[src/rtl/cache_bus_arbiter_pkg.sv]
// cache_bus_arbiter_pkg
// Shared bus types and FSM state encodings for the core-side cache bus.
// Used by the bus arbiter and by any block that drives or consumes the
// cache_bus request/response structs.
package cache_bus_arbiter_pkg;

  // Upstream/downstream request. data_ok/data_last carry the write-data
  // handshake on writes, and the "ready to accept read data" qualifier on reads.
  typedef struct packed {
    logic        valid;
    logic        write;
    logic [31:0] addr;
    logic [3:0]  strobe;
    logic [7:0]  len;
    logic [31:0] w_data;
    logic        data_ok;
    logic        data_last;
  } cache_bus_req_t;

  typedef struct packed {
    logic        ready;
    logic [31:0] r_data;
    logic        data_ok;
    logic        data_last;
  } cache_bus_resp_t;

  localparam logic [2:0] ST_IDLE_ENC = 3'b001;
  localparam logic [2:0] ST_ADDR_ENC = 3'b010;
  localparam logic [2:0] ST_DATA_ENC = 3'b100;

  typedef enum logic [2:0] {
    ST_IDLE = ST_IDLE_ENC,
    ST_ADDR = ST_ADDR_ENC,
    ST_DATA = ST_DATA_ENC
  } arb_state_t;

endpackage

[src/rtl/cache_bus_arbiter_rr_picker.sv]
// rr_picker
// Combinational round-robin picker. The search starts one past the previous
// winner and wraps, so the previous winner has the lowest priority.
// Ports:
//   req   in  N   request vector
//   last  in  LW  index of the previous winner
//   grant out N   one-hot winner, 0 when no request is pending
module rr_picker #(
  parameter int N  = 2,
  parameter int LW = 1
) (
  input  logic [N-1:0]  req,
  input  logic [LW-1:0] last,
  output logic [N-1:0]  grant
);

  logic [LW-1:0] idx;
  logic          found;

  always_comb begin
    grant = '0;
    found = 1'b0;
    idx   = '0;
    for (int k = 1; k <= N; k++) begin
      idx = LW'((int'(last) + k) % N);
      if (!found && req[idx]) begin
        grant[idx] = 1'b1;
        found      = 1'b1;
      end
    end
  end

endmodule

[src/rtl/cache_bus_arbiter.sv]
// cache_bus_arbiter
// Shares one downstream cache_bus port between N_MASTER requesters with
// round-robin arbitration. A grant is held from address acceptance through
// the final data beat, so transactions never interleave.
// Ports:
//   clk, rst_n  clock and asynchronous active-low reset
//   m_req_i     upstream requests, one per master
//   m_resp_o    upstream responses; only the owner sees ready/data_ok/data_last
//   s_req_o     downstream request (owner's fields, valid only in address phase)
//   s_resp_i    downstream response
//   grant_o     one-hot current owner, 0 when idle
//   busy_o      high while a transaction is in progress
module cache_bus_arbiter
  import cache_bus_arbiter_pkg::*;
#(
  parameter int N_MASTER = 2
) (
  input  logic                            clk,
  input  logic                            rst_n,
  input  cache_bus_req_t  [N_MASTER-1:0]  m_req_i,
  output cache_bus_resp_t [N_MASTER-1:0]  m_resp_o,
  output cache_bus_req_t                  s_req_o,
  input  cache_bus_resp_t                 s_resp_i,
  output logic [N_MASTER-1:0]             grant_o,
  output logic                            busy_o
);

  localparam int LW = (N_MASTER > 2) ? 2 : 1;

  arb_state_t            state_q, state_d;
  logic [N_MASTER-1:0]   grant_q, grant_d;
  logic [LW-1:0]         last_q, last_d;
  logic [LW-1:0]         owner, win_idx;
  logic [N_MASTER-1:0]   req_vec, pick;
  logic                  xfer_done;

  always_comb begin
    req_vec = '0;
    for (int i = 0; i < N_MASTER; i++) req_vec[i] = m_req_i[i].valid;
  end

  rr_picker #(.N(N_MASTER), .LW(LW)) u_picker (
    .req   (req_vec),
    .last  (last_q),
    .grant (pick)
  );

  // One-hot to index for the owner and for the fresh winner.
  always_comb begin
    owner   = '0;
    win_idx = '0;
    for (int i = 0; i < N_MASTER; i++) begin
      if (grant_q[i]) owner   = LW'(i);
      if (pick[i])    win_idx = LW'(i);
    end
  end

  always_ff @(posedge clk or negedge rst_n) begin
    if (!rst_n) begin
      state_q <= ST_IDLE;
      grant_q <= '0;
      last_q  <= LW'(N_MASTER - 1);
    end else begin
      state_q <= state_d;
      grant_q <= grant_d;
      last_q  <= last_d;
    end
  end

  always_comb begin
    state_d = state_q;
    grant_d = grant_q;
    last_d  = last_q;
    case (state_q)
      ST_IDLE: begin
        if (|req_vec) begin
          state_d = ST_ADDR;
          grant_d = pick;
          last_d  = win_idx;
        end
      end
      ST_ADDR: begin
        if (s_resp_i.ready) state_d = ST_DATA;
      end
      ST_DATA: begin
        if (xfer_done) begin
          state_d = ST_IDLE;
          grant_d = '0;
        end
      end
      default: begin
        state_d = ST_IDLE;
        grant_d = '0;
      end
    endcase
  end

  always_comb begin
    s_req_o = '0;
    if (state_q != ST_IDLE) begin
      s_req_o       = m_req_i[owner];
      s_req_o.valid = (state_q == ST_ADDR);
      if (state_q != ST_DATA) s_req_o.data_ok = 1'b0;
    end
  end

  // Writes finish on the master's last beat; reads on the slave's last beat.
  assign xfer_done = s_resp_i.data_ok & s_req_o.data_ok &
                     (s_req_o.write ? s_req_o.data_last : s_resp_i.data_last);

  // grant_q is zero outside a transaction, so it doubles as the owner gate.
  always_comb begin
    m_resp_o = '0;
    for (int i = 0; i < N_MASTER; i++) begin
      m_resp_o[i].r_data    = s_resp_i.r_data;
      m_resp_o[i].ready     = grant_q[i] & (state_q == ST_ADDR) & s_resp_i.ready;
      m_resp_o[i].data_ok   = grant_q[i] & (state_q == ST_DATA) & s_resp_i.data_ok;
      m_resp_o[i].data_last = grant_q[i] & (state_q == ST_DATA) & s_resp_i.data_last;
    end
  end

  assign grant_o = grant_q;
  assign busy_o  = (state_q != ST_IDLE);

  // The owner must keep its request up until the slave accepts the address.
  a_valid_held: assert property (@(posedge clk) disable iff (!rst_n)
    (state_q == ST_ADDR) |-> m_req_i[owner].valid);

endmodule

[config.mk]
export PLATFORM = sky130hd
export DESIGN_NAME = cache_bus_arbiter
export DESIGN_NICKNAME = d
export VERILOG_FILES = /design/src/rtl/cache_bus_arbiter_pkg.sv /design/src/rtl/cache_bus_arbiter_rr_picker.sv /design/src/rtl/cache_bus_arbiter.sv
export SDC_FILE = /design/constraint.sdc
export NUM_CORES = 1
export LEC_CHECK = 0
export CAP_MARGIN = 20
export CORE_AREA = 3 3 134 136
export DETAILED_ROUTE_END_ITERATION = 12
export DIE_AREA = 0 0 137 139
export PLACE_DENSITY_LB_ADDON = 0.12
export SYNTH_ARGS = -nofsm -noshare
export SYNTH_HDL_FRONTEND = slang
export SYNTH_SLANG_ARGS = --single-unit
[constraint.sdc]
create_clock -name clk -period 1.94 [get_ports clk]
set_clock_uncertainty 0.15 [all_clocks]
set_input_delay 0.194 -clock clk [delete_from_list [all_inputs] [get_ports clk]]
set_output_delay 0.194 -clock clk [all_outputs]
set_load 0.05 [all_outputs]
==> results.sh, run 1 <==
export IMPL_synth_seq_cells=6
export IMPL_nets=666
export IMPL_totalNegativeSetupSlack_ns=-0.1615
export IMPL_start_util=0.1196
export IMPL_p_clk_frac=0.033
export IMPL_ys_async_sr_fraction=1.000
export IMPL_synth_nets=479
export IMPL_worst_ep_arrival_time_ns=1.61
export IMPL_cts_root_buf="clkbuf_16"
export IMPL_ff_latch_area_um2=157.7
export IMPL_synth_area_leaders="mux2i_1, buf_4, nor2_1, dfrtp_1, buf_2"
export IMPL_yosys_area_share_simple=0.2043
export IMPL_worstPathRequired_ns=1.60
export IMPL_synthCells=282
export IMPL_yosysMostFrequentCell="nor2_1"
export IMPL_min_period_ns=1.956
export IMPL_area_delta_synth_final_pct=164.8
export IMPL_clock_tree_buffer_depth=2
export IMPL_fmax_ghz=0.5113
export IMPL_yosys_area_top_type="mux2i_1"
export IMPL_cts_buffers=3
export IMPL_fillCellCount=1743
export IMPL_die_w_um=137
export IMPL_post_route_period_util=1.008
export IMPL_synth_fa_ha_area_frac=0
export IMPL_antenna_cells=0
export IMPL_track_usage=0.1058
export IMPL_tightestPinTransition_ns=0.2968
export IMPL_cts_tree="yes"
export IMPL_clk_insertion_delay_late_ns=0.23
export IMPL_vias_per_cell=3.726
export IMPL_p_int_uw=5003
export IMPL_die_area_um2=19040
export IMPL_grt_setup_unrepaired="yes"
export IMPL_power_density_nw_per_um2=1962
export IMPL_path_class="flop to output pin"
export IMPL_max_slew_margin=0.7965
export IMPL_post_route_worst_setup_slack_ns=-0.01590
export IMPL_max_stage_delay_ns=0.54
export IMPL_syn_area_um2=2039
export IMPL_h_tree_depth=1
export IMPL_cp_buffers_inverters=3
export IMPL_grt_pass1_vias=2733
export IMPL_multi_input_area_um2=1334
export IMPL_ys_seq_area_frac=0.07485
export IMPL_finish_instance_area_um2=5401
export IMPL_final_setup_viol_count=30
export IMPL_synth_cell_types=22
export IMPL_final_cells=693
export IMPL_vias=2582
export IMPL_cts_sinks=6
export IMPL_cap_violations=0
export IMPL_synth_commonest_cells="nor2_1, mux2i_1, buf_4"
export IMPL_cp_max_fo=28
export IMPL_wire_per_inst_um=16.34
export IMPL_hold_viol=0
export IMPL_io_buffer_count=253
export IMPL_outcome="finished, violations left"
export IMPL_antenna_found_initial=0
export IMPL_pin_count=350
export IMPL_synthXorXnorAreaFrac=0
export IMPL_netlist_area_leader_share=0.3877
export IMPL_hpwlAfterDp_um=9703
export IMPL_ys_flop_type="dfrtp_1"
export IMPL_cts_clk_slew_worst_paths_ns=0.04
export IMPL_sw_frac_of_total=0.5279
export IMPL_seqPwrFrac=0.031
export IMPL_synth_compound_area_frac=0.04479
export IMPL_placed_cells=686
export IMPL_drtIter0Drc=41
export IMPL_hold_path_class="primary input to asynchronous set/reset pin"
export IMPL_synth_top_family_by_area="multiplexers"
export IMPL_drc=0
export IMPL_first_pass_iters=4
export IMPL_crit_family="buffers and inverters"
export IMPL_layout_drive_gt1_share=0.2585
export IMPL_row_count=48
export IMPL_start_kind="flop"
export IMPL_p_switching_uw=5594
export IMPL_grt_pass1_wl_um=15770
export IMPL_antenna_left=0
export IMPL_p_leak_uw=0.002118
export IMPL_violations="setup timing"
export IMPL_synth_warnings=0
export IMPL_finalWirelength_um=11330
export IMPL_grt_max_degree=38
export IMPL_synth_edf_count=0
export IMPL_cts_hold_buf=0
export IMPL_slowest_stage="dfstp_2"
export IMPL_syn_avg_cell_area_um2=7.232
export IMPL_die_h_um=139
export IMPL_ir_drop_mv=0.7938
export IMPL_path_cells="nor3b_4, buf_6, inv_1, buf_4"
export IMPL_drv_slew=0
export IMPL_core_um2=17060
export IMPL_dpl_cell_area_um2=5206
export IMPL_synth_mux_area_frac=0.3877
export IMPL_comb_power_share=0.936
export IMPL_gp_congestion=0.7355
export IMPL_setup_worst_path_end_class="output pin"
export IMPL_grt_overflow_total=0
-- sequential cells by signal (all words and copies together), names as in the netlist --
| signal | count |
|---|---|
| grant_o | 2 |
| last_q | 1 |
| state_q | 3 |
-- layout by cell type, fill, tap and decap left out, types with 3 or more instances in the layout --
cell and n:
clkbuf_16 4, buf_12 85, and3_1 6, mux2i_1 79, buf_4 5, nor2_1 71
buf_6 7, nor2_2 10, clkdlybuf4s50_1 164, nor2b_1 3, a21oi_1 5
-- routing by layer --
metal	up-vias	GRT usage	part of all wire	routed length (um)
met4	0	0.02521	0.018	200
li1	1248	-	-	-
met5	-	0	0	0
met3	15	0.04209	0.13	1517
met1	1135	0.09695	0.31	3458
met2	184	0.2115	0.54	6150
-- worst register-to-register path: cells and delay by family (launching register included) --
family | cells | cell delay [ns]
AOI/OAI and AO/OA | 3 | 0.53
buffers and inverters | 2 | 0.30
DFF | 1 | 0.54
and+or+nand+nor | 1 | 0.26
-- power groups by stage --
stage	Combinational, uW	Sequential, uW	Clock, uW
5_1_grt	10300	352	362
2_1_floorplan	5280	289	0
3_3_place_gp	9680	324	0
6_report	9920	329	350
4_1_cts	9830	333	354
3_5_place_dp	9690	329	0
-- logic make-up after synthesis --
kind of cell           count (synthesis)
multiplexers                          79
flip-flops                             6
AND/OR/NAND/NOR                       98
AO/OA/AOI/OAI                         14
buffers and inverters                 85
-- path summary, 6_finish.rpt --
kind                            cells past startpoint           end         start  slack, ns
worst min register to register                      2        last_q        last_q       0.39
worst min-delay path                                1    grant_o[0]         rst_n       0.06
max in group asynchronous                           1        last_q         rst_n       1.30
worst max register to register                      6    grant_o[1]    state_q[0]       0.05
worst max-delay path                                4        busy_o    state_q[0]      -0.02
min in group clk                                    0  m_resp_o[11]  s_resp_i[11]       0.24
-- area by class of cell --
cell class,count,area share
clock buffers,4,0.01459
inverters,2,0.001390
well taps,225,0.05212
repair buffers,265,0.6558
multi-input cells,191,0.2469
flip-flops and latches,6,0.02919
-- through the flow --
stage / total power, uW / hold slack, ns / util / setup WS, ns
2_1_floorplan: 5566 / -0.2516 / - / 0.02574
3_3_place_gp: 10000 / 0.2385 / 0.3052 / 0.1013
3_5_place_dp: 10020 / 0.2385 / 0.3052 / 0.1054
4_1_cts: 10510 / 0.06909 / 0.3125 / -0.09112
5_1_grt: 11050 / 0.07995 / 0.3167 / -0.09453
6_report: 10600 / 0.05935 / 0.3167 / -0.01590
-- repair_timing --
item,in CTS,in global routing
resized for setup,9,13
endpoints found under the setup margin,77,82
setup buffers,1,0
cloned,0,2
Note: power is estimated with default switching activity, not from simulation.
==> run 2: changes to the inputs <==
==> constraint.sdc (replaced) <==
create_clock -name clk -period 2.1 [get_ports clk]
set_clock_uncertainty 0.15 [all_clocks]
set_input_delay 0.21 -clock clk [delete_from_list [all_inputs] [get_ports clk]]
set_output_delay 0.21 -clock clk [all_outputs]
set_load 0.05 [all_outputs]
==> results.sh, run 2 (same netlist as run 1, synthesis figures left out) <==
export IMPL_post_route_period_util=0.9624
export IMPL_io_buffer_count=253
export IMPL_vias=2552
export IMPL_outcome="completed"
export IMPL_reg2reg_slack_ns=0.29
export IMPL_drv_slew=0
export IMPL_dpl_cell_area_um2=5196
export IMPL_grt_overflow_total=0
export IMPL_die_h_um=139
export IMPL_sw_frac_of_total=0.5323
export IMPL_tightestPinTransition_ns=0.5028
export IMPL_worst_ep_arrival_time_ns=1.66
export IMPL_area_delta_synth_final_pct=159.7
export IMPL_finish_instance_area_um2=5296
export IMPL_slowest_stage="dfstp_2"
export IMPL_antenna_left=0
export IMPL_largest_register="state_q"
export IMPL_cts_root_buf="clkbuf_16"
export IMPL_cts_buffers=3
export IMPL_cts_tree="yes"
export IMPL_largest_reg_flops=3
export IMPL_timing_hold_ws_ns=0.08525
export IMPL_path_cells="nor3b_4, buf_12, buf_16, nor2_1, buf_12"
export IMPL_cpMostUsedCell="buf_12"
export IMPL_cp_max_fo=36
export IMPL_setup_worst_path_end_class="output pin"
export IMPL_worstPathRequired_ns=1.74
export IMPL_cts_clk_slew_worst_paths_ns=0.04
export IMPL_antenna_found_initial=0
export IMPL_core_um2=17060
export IMPL_clock_tree_buffer_depth=2
export IMPL_final_setup_viol_count=0
export IMPL_track_usage=0.1052
export IMPL_drc=0
export IMPL_max_slew_margin=0.6638
export IMPL_ir_drop_mv=0.8634
export IMPL_hpwlAfterDp_um=9757
export IMPL_ff_latch_area_um2=156.4
export IMPL_cap_violations=0
export IMPL_path_class="flop to output pin"
export IMPL_seqPwrFrac=0.031
export IMPL_fillCellCount=1748
export IMPL_row_count=48
export IMPL_die_area_um2=19040
export IMPL_p_switching_uw=5055
export IMPL_final_cell_mix="clkdlybuf4s50_1, buf_12, mux2i_1, nor2_1, buf_4"
export IMPL_cts_sinks=6
export IMPL_multi_input_area_um2=1310
export IMPL_finalWirelength_um=11030
export IMPL_post_route_worst_setup_slack_ns=0.07891
export IMPL_gp_congestion=0.7481
export IMPL_pin_count=350
export IMPL_power_density_nw_per_um2=1793
export IMPL_p_leak_uw=0.002083
export IMPL_final_common_cell="clkdlybuf4s50_1"
export IMPL_antenna_cells=0
export IMPL_crit_family="flip-flops"
export IMPL_clk_insertion_delay_late_ns=0.23
export IMPL_min_period_ns=2.021
export IMPL_hold_viol=0
export IMPL_grt_max_degree=37
export IMPL_grt_pass1_vias=2674
export IMPL_p_int_uw=4442
export IMPL_dp_slack_ns=0.2513
export IMPL_grt_pass1_wl_um=15660
export IMPL_cp_buffers_inverters=3
export IMPL_comb_power_share=0.935
export IMPL_drtIter0Drc=50
export IMPL_die_w_um=137
export IMPL_hold_path_class="primary input to asynchronous set/reset pin"
export IMPL_start_kind="flop"
export IMPL_layout_drive_gt1_share=0.2301
export IMPL_wire_per_inst_um=15.98
export IMPL_nets=663
export IMPL_fmax_ghz=0.4948
export IMPL_p_clk_frac=0.034
export IMPL_max_stage_delay_ns=0.54
export IMPL_vias_per_cell=3.699
export IMPL_first_pass_iters=4
export IMPL_start_util=0.1196
export IMPL_h_tree_depth=1
export IMPL_cts_hold_buf=0
## run 2: cell count changes in the layout (fill, tap and decap cells not counted), moves of 2 or more
cell	before	now
buf_6	7	3
buf_4	5	9
nor2_1	71	79
nor2_2	10	2
buf_8	2	0
## run 2: routing by layer
metal	vias to the layer above	GRT usage	wire length, um
li1	1241	-	-
met1	1110	0.09961	3408
met2	185	0.2089	5972
met3	16	0.03846	1450
met4	0	0.02521	194
met5	-	0	0
## run 2: timing repair
item,in CTS,in global routing
hold endpoints to repair,0,0
endpoints found under the setup margin,0,49
gates resized for setup,0,5
buffers inserted,0,0
## run 2: final timing paths
| check | start | end | cells past startpoint |
|---|---|---|---|
| max | state_q[0] | s_req_o[26] | 5 |
| min | rst_n | grant_o[0] | 1 |
| max reg2reg | state_q[0] | grant_o[1] | 5 |
| min reg2reg | last_q | last_q | 2 |
| max in group asynchronous | rst_n | state_q[0] | 1 |
| min in group clk | s_resp_i[11] | m_resp_o[11] | 0 |
## run 2: final cells by class
cell class / instances / share of cell area
Clock buffer: 4 / 0.01488
Multi-Input combinational cell: 191 / 0.2473
Timing Repair Buffer: 262 / 0.6537
Inverter: 2 / 0.001417
Sequential cell: 6 / 0.02953
Tap cell: 225 / 0.05315
## run 2: power groups by stage
stage | combinational (uW) | sequential (uW) | clock, uW
4_1_cts | 8930 | 297 | 330
5_1_grt | 9230 | 312 | 341
3_3_place_gp | 8920 | 295 | 0
2_1_floorplan | 4880 | 267 | 0
6_report | 8880 | 297 | 324
3_5_place_dp | 8920 | 298 | 0
## run 2: stage by stage
step / total power, uW / TNS [ns] / std cells / utilization
6_report: 9498 / 0 / 690 / 0.3105
5_1_grt: 9887 / -0.0001354 / 690 / 0.3105
2_1_floorplan: 5142 / 0 / 282 / -
3_3_place_gp: 9219 / 0 / 686 / 0.3047
4_1_cts: 9560 / 0 / 690 / 0.3093
3_5_place_dp: 9220 / 0 / 686 / 0.3047
